--- config.mk ---
export PLATFORM = sky130hd
export DESIGN_NAME = operand_select_pipe
export DESIGN_NICKNAME = d
export VERILOG_FILES = /design/src/rtl/operand_select_pipe.sv
export SDC_FILE = /design/constraint.sdc
export NUM_CORES = 1
export LEC_CHECK = 0
export ABC_AREA = 1
export BUFFER_PORTS_ARGS = -buffer_cell sky130_fd_sc_hd__buf_2
export CAP_MARGIN = 5
export CORE_MARGIN = 2
export CORE_UTILIZATION = 51
export DETAILED_ROUTE_END_ITERATION = 8
export GPL_ROUTABILITY_DRIVEN = 0
export GPL_TIMING_DRIVEN = 1
export PLACE_DENSITY_LB_ADDON = 0.05
export SYNTH_ARGS = -nofsm -noshare
export SYNTH_HDL_FRONTEND = slang
export SYNTH_SLANG_ARGS = --single-unit
--- constraint.sdc ---
create_clock -name clk -period 1.5 [get_ports clk]
set_input_delay 0.15 -clock clk [delete_from_list [all_inputs] [get_ports clk]]
set_output_delay 0.15 -clock clk [all_outputs]
set_load 0.005 [all_outputs]
--- src/rtl/operand_select_pipe.sv ---
// operand_select_pipe: registered 4-way operand select (const/a/b/zero)
// feeding a 2-entry valid/ready skid buffer for the multiplier port.
//
// Ports:
//   clk, rst        clock, async active-high reset
//   flush           sync clear of buffered entries
//   in_valid/ready  upstream handshake (in_ready registered)
//   sel, a, b       source select and operands
//   out_valid/ready downstream handshake
//   out_data        selected value, out_src its captured sel
module operand_select_pipe #(
  parameter int unsigned      WIDTH      = 10,
  parameter logic [WIDTH-1:0] CONST_SEL0 = {WIDTH{1'b1}}
) (
  input  logic             clk,
  input  logic             rst,
  input  logic             flush,
  input  logic             in_valid,
  output logic             in_ready,
  input  logic [1:0]       sel,
  input  logic [WIDTH-1:0] a,
  input  logic [WIDTH-1:0] b,
  output logic             out_valid,
  input  logic             out_ready,
  output logic [WIDTH-1:0] out_data,
  output logic [1:0]       out_src
);

  typedef enum logic [1:0] {
    EMPTY = 2'd0,
    ONE   = 2'd1,
    FULL  = 2'd2
  } state_t;

  state_t           state;
  state_t           state_nxt;
  logic [WIDTH-1:0] sel_data;
  logic [WIDTH-1:0] skid_data;
  logic [1:0]       skid_src;
  logic             in_fire;
  logic             out_fire;
  logic             load_main;
  logic             load_skid;
  logic             pop_skid;

  assign in_fire  = in_valid & in_ready;
  assign out_fire = out_valid & out_ready;

  always_comb begin
    sel_data = '0;
    unique case (1'b1)
      (sel == 2'b00): sel_data = CONST_SEL0;
      (sel == 2'b01): sel_data = a;
      (sel == 2'b10): sel_data = b;
      default:        sel_data = '0;
    endcase
  end

  always_comb begin
    state_nxt = state;
    unique case (state)
      EMPTY: begin
        if (in_fire) state_nxt = ONE;
      end
      ONE: begin
        if (in_fire && !out_fire)
          state_nxt = FULL;
        else if (!in_fire && out_fire)
          state_nxt = EMPTY;
      end
      FULL: begin
        if (out_fire) state_nxt = ONE;
      end
      default: state_nxt = EMPTY;
    endcase
  end

  // Main takes the new entry when it is free or being
  // drained this cycle; otherwise the new entry parks in skid.
  assign load_main = in_fire &
                     ((state == EMPTY) | out_fire);
  assign load_skid = in_fire & (state == ONE) & ~out_fire;
  assign pop_skid  = (state == FULL) & out_fire;

  always_ff @(posedge clk or posedge rst) begin
    if (rst) begin
      state     <= EMPTY;
      out_valid <= 1'b0;
      in_ready  <= 1'b1;
      out_data  <= '0;
      out_src   <= '0;
      skid_data <= '0;
      skid_src  <= '0;
    end else if (flush) begin
      state     <= EMPTY;
      out_valid <= 1'b0;
      in_ready  <= 1'b1;
    end else begin
      state     <= state_nxt;
      out_valid <= (state_nxt != EMPTY);
      in_ready  <= (state_nxt != FULL);
      if (load_main) begin
        out_data <= sel_data;
        out_src  <= sel;
      end else if (pop_skid) begin
        out_data <= skid_data;
        out_src  <= skid_src;
      end
      if (load_skid) begin
        skid_data <= sel_data;
        skid_src  <= sel;
      end
    end
  end

endmodule

==> results of run 1 <==
==> kinds of logic after synthesis <==
kind of cell / Yosys count / synth area share [%]
flip-flops: 28 / 47.99
buffers and inverters: 20 / 7.014
AO/OA/AOI/OAI: 17 / 6.330
AND/OR/NAND/NOR: 144 / 38.67
==> metal layers <==
metal,global-route usage (%),share of wire [%],vias up
li1,-,-,715
met1,27.96,45,588
met2,34.25,47,48
met3,2.948,5.8,5
met4,5.980,1.4,0
met5,0,0,-
==> final timing paths <==
| kind | from | endpoint | slack, ns | depth (start not counted) |
|---|---|---|---|---|
| worst max-delay path | in_ready$_DFF_PP1_ | out_data[0]$_DFFE_PP0P_ | 0.13 | 7 |
| worst min-delay path | b[5] | skid_data[5]$_DFFE_PP0P_ | 0.12 | 5 |
| worst max register to register | in_ready$_DFF_PP1_ | out_data[0]$_DFFE_PP0P_ | 0.13 | 7 |
| worst min register to register | out_data[4]$_DFFE_PP0P_ | out_data[4]$_DFFE_PP0P_ | 0.49 | 2 |
| max in group asynchronous | rst | in_ready$_DFF_PP1_ | 0.79 | 4 |
| min in group asynchronous | rst | out_data[5]$_DFFE_PP0P_ | 0.40 | 4 |
==> through the flow <==
step / hold slack (ns) / worst slack, ns
after global routing: 0.1426 / 0.01193
after global placement: 0.2193 / 0.1457
after floorplan: 0.2147 / 0.1614
after CTS: 0.1256 / 0.05609
after detailed placement: 0.2224 / 0.08631
final: 0.1240 / 0.1254
==> area by class of cell <==
| cell class | instances | area, sq um |
|---|---|---|
| clock buffer | 4 | 36.28 |
| fill | 266 | 975.9 |
| inverter | 12 | 47.55 |
| multi-input combinational | 161 | 685.7 |
| sequential | 28 | 701.9 |
| tap | 31 | 38.79 |
| timing repair buffer | 45 | 247.7 |
==> registers in the layout, summed over array words and instances, names as in the netlist <==
| register | count |
|---|---|
| state | 2 |
| out_src | 2 |
| skid_src | 2 |
| in_ready | 1 |
| out_valid | 1 |
| out_data | 10 |
| skid_data | 10 |
==> worst max-delay path: stages (launching register included) <==
cell                      delay, ns
sky130_fd_sc_hd__dfstp_2       0.57
sky130_fd_sc_hd__nand2_2       0.09
sky130_fd_sc_hd__inv_2         0.11
sky130_fd_sc_hd__nand2_4       0.13
sky130_fd_sc_hd__a21oi_4       0.15
sky130_fd_sc_hd__buf_6         0.15
sky130_fd_sc_hd__nand2_1       0.06
sky130_fd_sc_hd__nand2_1       0.05
==> cell usage in the layout (no fill, tap or decap), drive strengths merged <==
| cell | n |
|---|---|
| nand2 | 137 |
| buf | 44 |
| dfrtp | 27 |
| o21ai | 14 |
| inv | 12 |
| clkbuf | 4 |
| nand3 | 3 |
| nor2 | 3 |
| a21oi | 3 |
| nor3 | 1 |
| dlygate4sd3 | 1 |
| dfstp | 1 |
==> repair_timing <==
item                                    in CTS  in global routing
hold buffers                                 1                  0
resized for setup                            0                  9
hold endpoints to repair                    27                  0
endpoints found under the setup margin       0                 24
buffers inserted                             0                  0
==> power by group <==
group / switching, mW / internal, mW / leakage (nW)
combinational: 0.544 / 0.406 / 0.688
clock: 0.225 / 0.149 / 0.0210
sequential: 0.176 / 1.09 / 0.353
total: 0.945 / 1.64 / 1.06
==> insert_results.sql, run 1 <==
INSERT INTO impl_metrics (metric_group, metric, value, unit) VALUES
('routing', 'drc_errors', '0', ''),
('sta', 'clock_skews', '0.01031', 'ns'),
('sta', 'worst_slew_margin_relative_to_its_limit', '65.61', '%'),
('cts', 'htreeDepth', '1', ''),
('cts', 'cts.reportedPaths.clkPinSlew', '0.15', 'ns'),
('global_routing', 'globalRouteOverflowTotal', '0', ''),
('cts', 'cts_buffers', '3', ''),
('synthesis', 'postSynthCellCount', '209', ''),
('synthesis', 'post_synthesis_average_cell_area', '6.998', 'sq um'),
('die', 'initial_core_util', '53.50', '%'),
('die', 'dieArea', '3313', 'sq um'),
('global_routing', 'grt_antenna_before_repair', '0', ''),
('routing', 'dr_wl_cell', '11.07', 'um'),
('power', 'max-vdd-ir-drop', '933.3', 'uV'),
('sta', 'totalNegativeSetupSlack', '0', 'ns'),
('sta', 'count_of_final_setup_violators', '0', ''),
('cts', 'ctsRootBufferMaster', 'sky130_fd_sc_hd__clkbuf_4', ''),
('cts', 'cts_tree', 'built', ''),
('synthesis', 'synth.lib_cells_used.distinct', '18', ''),
('power', 'power.leakage', '1.062', 'nW'),
('die', 'floorplan.io_pins', '41', ''),
('die', 'dieWidth', '57.56', 'um'),
('layout', 'n_antenna_cell', '0', ''),
('routing', 'drt_iter0_markers', '64', ''),
('placed_design', 'dpl_cell_area', '1674', 'sq um'),
('die', 'core', '2734', 'sq um'),
('flow_run', 'maxCapViolCount', '0', ''),
('worst_setup_path', 'worstSetupPathType', 'register to register', ''),
('synthesis', 'synth_edf_count', '0', ''),
('synthesis', 'async_set_reset_flop_share_out_of_synthesis', '100.0', '%'),
('sta', 'transition_time_at_the_pin_with_the_least_slew_margin', '0.5154', 'ns'),
('power', 'powerDensity', '1472', 'nW/um^2'),
('global_routing', 'grt_first_pass_wirelength', '5.313', 'mm'),
('die', 'rows', '19', ''),
('synthesis', 'synth_sequential_area_ratio', '47.99', '%'),
('layout', 'post_layout_nonfiller_instances', '281', ''),
('global_routing', 'largest_net_degree_at_the_start_of_global_routing', '29', ''),
('worst_setup_path', 'path_max_fanout', '16', ''),
('synthesis', 'most_frequent_cell_after_synthesis', 'sky130_fd_sc_hd__nand2_1', ''),
('layout', 'postLayoutCellArea', '1758', 'sq um'),
('sta', 'final-max-slew-violation-count', '0', ''),
('worst_setup_path', 'endpoint_kind', 'register', ''),
('synthesis', 'synthesized_net_count', '236', ''),
('sta', 'report.final.hold_viol_count', '0', ''),
('power', 'post-layout-total-power', '2.588', 'mW'),
('worst_hold_path', 'hp-class', 'input pin to register', ''),
('global_routing', 'grt_pass1_vias', '1191', ''),
('synthesis', 'postSynth.topFlopCell', 'sky130_fd_sc_hd__dfrtp_1', ''),
('cts', 'cts_num_sinks', '28', ''),
('worst_setup_path', 'worst-endpoint-arrival', '1.66', 'ns'),
('layout', 'utilization', '64.30', '%'),
('placed_design', 'place.detailed.instances', '276', ''),
('die', 'floorplan.die.height', '57.56', 'um'),
('run_status', 'status', 'complete, no violations', ''),
('sta', 'fin_crit_sh', '91.64', '%'),
('worst_setup_path', 'worstPathRequired', '1.79', 'ns'),
('layout', 'final_layout_size_suffix_gt1_share', '24.40', '%'),
('routing', 'wl', '3.111', 'mm'),
('synthesis', 'synthesis.area', '1463', 'sq um'),
('synthesis', 'commonest_cells_in_the_synthesized_netlist', '132 x sky130_fd_sc_hd__nand2_1, 27 x sky130_fd_sc_hd__dfrtp_1, 14 x sky130_fd_sc_hd__o21ai_0, 9 x sky130_fd_sc_hd__inv_1, 4 x sky130_fd_sc_hd__nand2_2', ''),
('synthesis', 'library_cell_with_the_largest_summed_area_after_synthesis', 'sky130_fd_sc_hd__dfrtp_1', ''),
('synthesis', 'synth_largest_type_area_fraction', '46.19', '%'),
('cts', 'clock_latency_at_the_later_pin_of_the_worst_skew_pair', '0.34', 'ns'),
('routing', 'postRouteAntennaNets', '0', ''),
('layout', 'final_net_count', '278', ''),
('sta', 'finalCriticalPeriod', '1.375', 'ns'),
('placed_design', 'hpwl', '2.321', 'mm'),
('synthesis', 'synth.area.top_cells', 'sky130_fd_sc_hd__dfrtp_1 46%, sky130_fd_sc_hd__nand2_1 34%, sky130_fd_sc_hd__o21ai_0 4.8%, sky130_fd_sc_hd__inv_1 2.3%, sky130_fd_sc_hd__dfstp_2 1.8%', ''),
('routing', 'drtPass1Iterations', '4', ''),
('cts', 'cts_max_path_buffers', '2', ''),
('placed_design', 'place.port_buffers', '40', ''),
('global_routing', 'total_global_route_track_usage', '20.58', '%'),
('synthesis', 'yosysWarnings', '0', ''),
('sta', 'unrepaired_setup_endpoints_after_global_routing', 'no', ''),
('routing', 'num_vias', '1356', ''),
('synthesis', 'synth_seq_cells', '28', ''),
('sta', 'max_freq', '727.5', 'MHz'),
('layout', 'synthToLayoutAreaGrowth', '20.19', '%'),
('worst_setup_path', 'worst_setup_path_start_kind', 'register', ''),
('routing', 'via_per_inst', '4.826', '');
Note: power is estimated with default switching activity, not from simulation.
==> run 2, diff against run 1 <==
--- a/config.mk
+++ b/config.mk
@@ -14,6 +14,7 @@
 export GPL_ROUTABILITY_DRIVEN = 0
 export GPL_TIMING_DRIVEN = 1
 export PLACE_DENSITY_LB_ADDON = 0.05
+export REMOVE_ABC_BUFFERS = 1
 export SYNTH_ARGS = -nofsm -noshare
 export SYNTH_HDL_FRONTEND = slang
 export SYNTH_SLANG_ARGS = --single-unit
==> insert_results.sql, run 2 (synthesized netlist as in run 1, its figures left out) <==
INSERT INTO impl_metrics (metric_group, metric, value, unit) VALUES
('run_status', 'status', 'complete, no violations', ''),
('worst_setup_path', 'worst_setup_path_start_kind', 'register', ''),
('worst_setup_path', 'r2r-end', 'skid_src[0]$_DFFE_PP0P_', ''),
('routing', 'drt_iter0_markers', '52', ''),
('sta', 'finalCriticalPeriod', '1.357', 'ns'),
('layout', 'utilization', '64.76', '%'),
('worst_setup_path', 'ff2ff_path_depth', '7', ''),
('sta', 'transition_time_at_the_pin_with_the_least_slew_margin', '0.3462', 'ns'),
('layout', 'n_antenna_cell', '0', ''),
('power', 'max-vdd-ir-drop', '1079', 'uV'),
('global_routing', 'globalRouteOverflowTotal', '0', ''),
('layout', 'layout_top_registers', 'out_data: 10 flops, skid_data: 10 flops', ''),
('routing', 'postRouteAntennaNets', '0', ''),
('worst_hold_path', 'worst_hold_path_endpoint', 'skid_data[6]$_DFFE_PP0P_', ''),
('flow_run', 'maxCapViolCount', '0', ''),
('sta', 'final-max-slew-violation-count', '0', ''),
('worst_hold_path', 'hold_path.startpoint', 'b[6]', ''),
('sta', 'fin_crit_sh', '90.46', '%'),
('power', 'power.leakage', '1.072', 'nW'),
('layout', 'final_common_cell', 'sky130_fd_sc_hd__nand2_1', ''),
('routing', 'dr_wl_cell', '10.71', 'um'),
('worst_setup_path', 'critical_path_buf_inv_count', '2', ''),
('sta', 'report.final.hold_viol_count', '0', ''),
('cts', 'cts_num_sinks', '28', ''),
('power', 'powerDensity', '1526', 'nW/um^2'),
('worst_setup_path', 'worstSetupPathType', 'register to register', ''),
('layout', 'postLayoutCellArea', '1770', 'sq um'),
('placed_design', 'placement.setup.worst_slack', '0.1114', 'ns'),
('global_routing', 'largest_net_degree_at_the_start_of_global_routing', '29', ''),
('worst_setup_path', 'worst_setup_startpoint', 'in_ready$_DFF_PP1_', ''),
('sta', 'unrepaired_setup_endpoints_after_global_routing', 'no', ''),
('cts', 'cts_max_path_buffers', '2', ''),
('worst_setup_path', 'r2r_slack', '0.14', 'ns'),
('placed_design', 'hpwl', '2.210', 'mm'),
('worst_setup_path', 'crit-reg2reg-launch', 'in_ready$_DFF_PP1_', ''),
('worst_setup_path', 'crit_slowest_cell', 'sky130_fd_sc_hd__dfstp_2', ''),
('routing', 'drc_errors', '0', ''),
('die', 'initial_core_util', '53.50', '%'),
('worst_setup_path', 'critPathMostFrequentCell', 'sky130_fd_sc_hd__nand2_1', ''),
('layout', 'synthToLayoutAreaGrowth', '21.04', '%'),
('layout', 'post_layout_nonfiller_instances', '282', ''),
('layout', 'final_layout_size_suffix_gt1_share', '24.70', '%'),
('sta', 'totalNegativeSetupSlack', '0', 'ns'),
('sta', 'worst_slew_margin_relative_to_its_limit', '76.92', '%'),
('global_routing', 'grt_first_pass_wirelength', '5.140', 'mm'),
('worst_setup_path', 'endpoint_kind', 'register', ''),
('worst_setup_path', 'crit_path_cell_trace', 'nand2_2, inv_2, nand2_1, nor2_4, inv_4, nand2_1, o21ai_0', ''),
('worst_setup_path', 'critical-path-top-delay-family', 'flip-flops', ''),
('cts', 'htreeDepth', '1', ''),
('global_routing', 'grt_antenna_before_repair', '0', ''),
('sta', 'count_of_final_setup_violators', '0', ''),
('worst_setup_path', 'worstPathRequired', '1.72', 'ns'),
('routing', 'drtPass1Iterations', '4', ''),
('cts', 'clock_latency_at_the_later_pin_of_the_worst_skew_pair', '0.32', 'ns'),
('worst_hold_path', 'hold-path-cell-count', '5', ''),
('cts', 'ctsRootBufferMaster', 'sky130_fd_sc_hd__clkbuf_4', ''),
('die', 'core', '2734', 'sq um'),
('worst_setup_path', 'worst_path_largest_cell_delay', '0.56', 'ns'),
('routing', 'num_vias', '1333', ''),
('worst_hold_path', 'hp-class', 'input pin to register', ''),
('layout', 'final_cell_mix', '131 x sky130_fd_sc_hd__nand2_1, 40 x sky130_fd_sc_hd__buf_2, 27 x sky130_fd_sc_hd__dfrtp_1, 14 x sky130_fd_sc_hd__o21ai_0, 9 x sky130_fd_sc_hd__inv_1', ''),
('die', 'rows', '19', ''),
('sta', 'final_critical_path_setup_slack', '0.1432', 'ns'),
('sta', 'max_freq', '737.0', 'MHz'),
('routing', 'via_per_inst', '4.727', ''),
('global_routing', 'grt_pass1_vias', '1209', ''),
('routing', 'wl', '3.019', 'mm'),
('die', 'dieArea', '3313', 'sq um'),
('placed_design', 'dpl_cell_area', '1674', 'sq um'),
('die', 'floorplan.io_pins', '41', ''),
('placed_design', 'place.port_buffers', '40', ''),
('cts', 'cts_tree', 'built', ''),
('die', 'dieWidth', '57.56', 'um'),
('die', 'floorplan.die.height', '57.56', 'um'),
('cts', 'cts.reportedPaths.clkPinSlew', '0.15', 'ns'),
('placed_design', 'place.detailed.instances', '276', ''),
('cts', 'cts_buffers', '3', ''),
('worst_setup_path', 'path_max_fanout', '14', ''),
('global_routing', 'total_global_route_track_usage', '19.90', '%'),
('sta', 'clock_skews', '0.003245', 'ns'),
('layout', 'final_net_count', '279', ''),
('worst_setup_path', 'worst-endpoint-arrival', '1.58', 'ns');
-- run 2: cell count changes in the layout (fill, tap and decap cells not counted), sizes merged --
cell	change
clkbuf	-1
bufinv	+1
buf	+1
-- run 2: final cells by class --
type                       count  area [sq um]
fill                         265         963.4
sequential                    28         701.9
multi-input combinational    161         678.2
timing repair buffer          46         251.5
inverter                      12         47.55
tap                           31         38.79
clock inverter                 1         30.03
clock buffer                   3         22.52
-- run 2: worst max-delay path by stage --
stage                                    endpoint  slack [ns]  cells past startpoint
after floorplan           skid_src[0]$_DFFE_PP0P_      -0.008                      7
after global placement    out_data[2]$_DFFE_PP0P_        0.14                      6
after detailed placement  out_data[1]$_DFFE_PP0P_        0.11                      7
after CTS                 out_data[1]$_DFFE_PP0P_        0.08                      7
after global routing       out_src[0]$_DFFE_PP0P_        0.02                      8
final                     skid_src[0]$_DFFE_PP0P_        0.14                      7
-- run 2: metal layers --
metal | share of wire [%] | global-route usage, %
met1 | 48 | 27.01
met2 | 46 | 33.12
met3 | 5.2 | 2.721
met4 | 0.53 | 5.980
met5 | 0 | 0
-- run 2: what timing repair did --
item,4_1_cts,5_1_grt
setup endpoints to repair,0,15
resized for setup,0,6
hold buffers,1,0
endpoints found under the hold margin,27,0
buffers inserted,0,1
-- run 2: power breakdown --
| part | total, mW | internal, mW | switching (mW) | leakage, nW |
|---|---|---|---|---|
| clock network | 0.490 | 0.270 | 0.220 | 0.0279 |
| logic | 0.946 | 0.404 | 0.542 | 0.691 |
| registers | 1.27 | 1.09 | 0.178 | 0.353 |
| total | 2.70 | 1.76 | 0.940 | 1.07 |
-- run 2: stage by stage --
stage          total power [mW]  hold slack [ns]
2_1_floorplan             1.840           0.2147
3_5_place_dp              2.206           0.2269
6_report                  2.703           0.1346
4_1_cts                   2.700           0.1241
3_3_place_gp              2.167           0.2212
5_1_grt                   2.937           0.1567
-- run 2: worst register-to-register path: cells and delay by family, from the launching register on --
kind                   cells  cell delay [ns]
flip-flops                 1             0.56
AND/OR/NAND/NOR            4             0.43
AO/OA/AOI/OAI              1             0.07
buffers and inverters      2             0.20
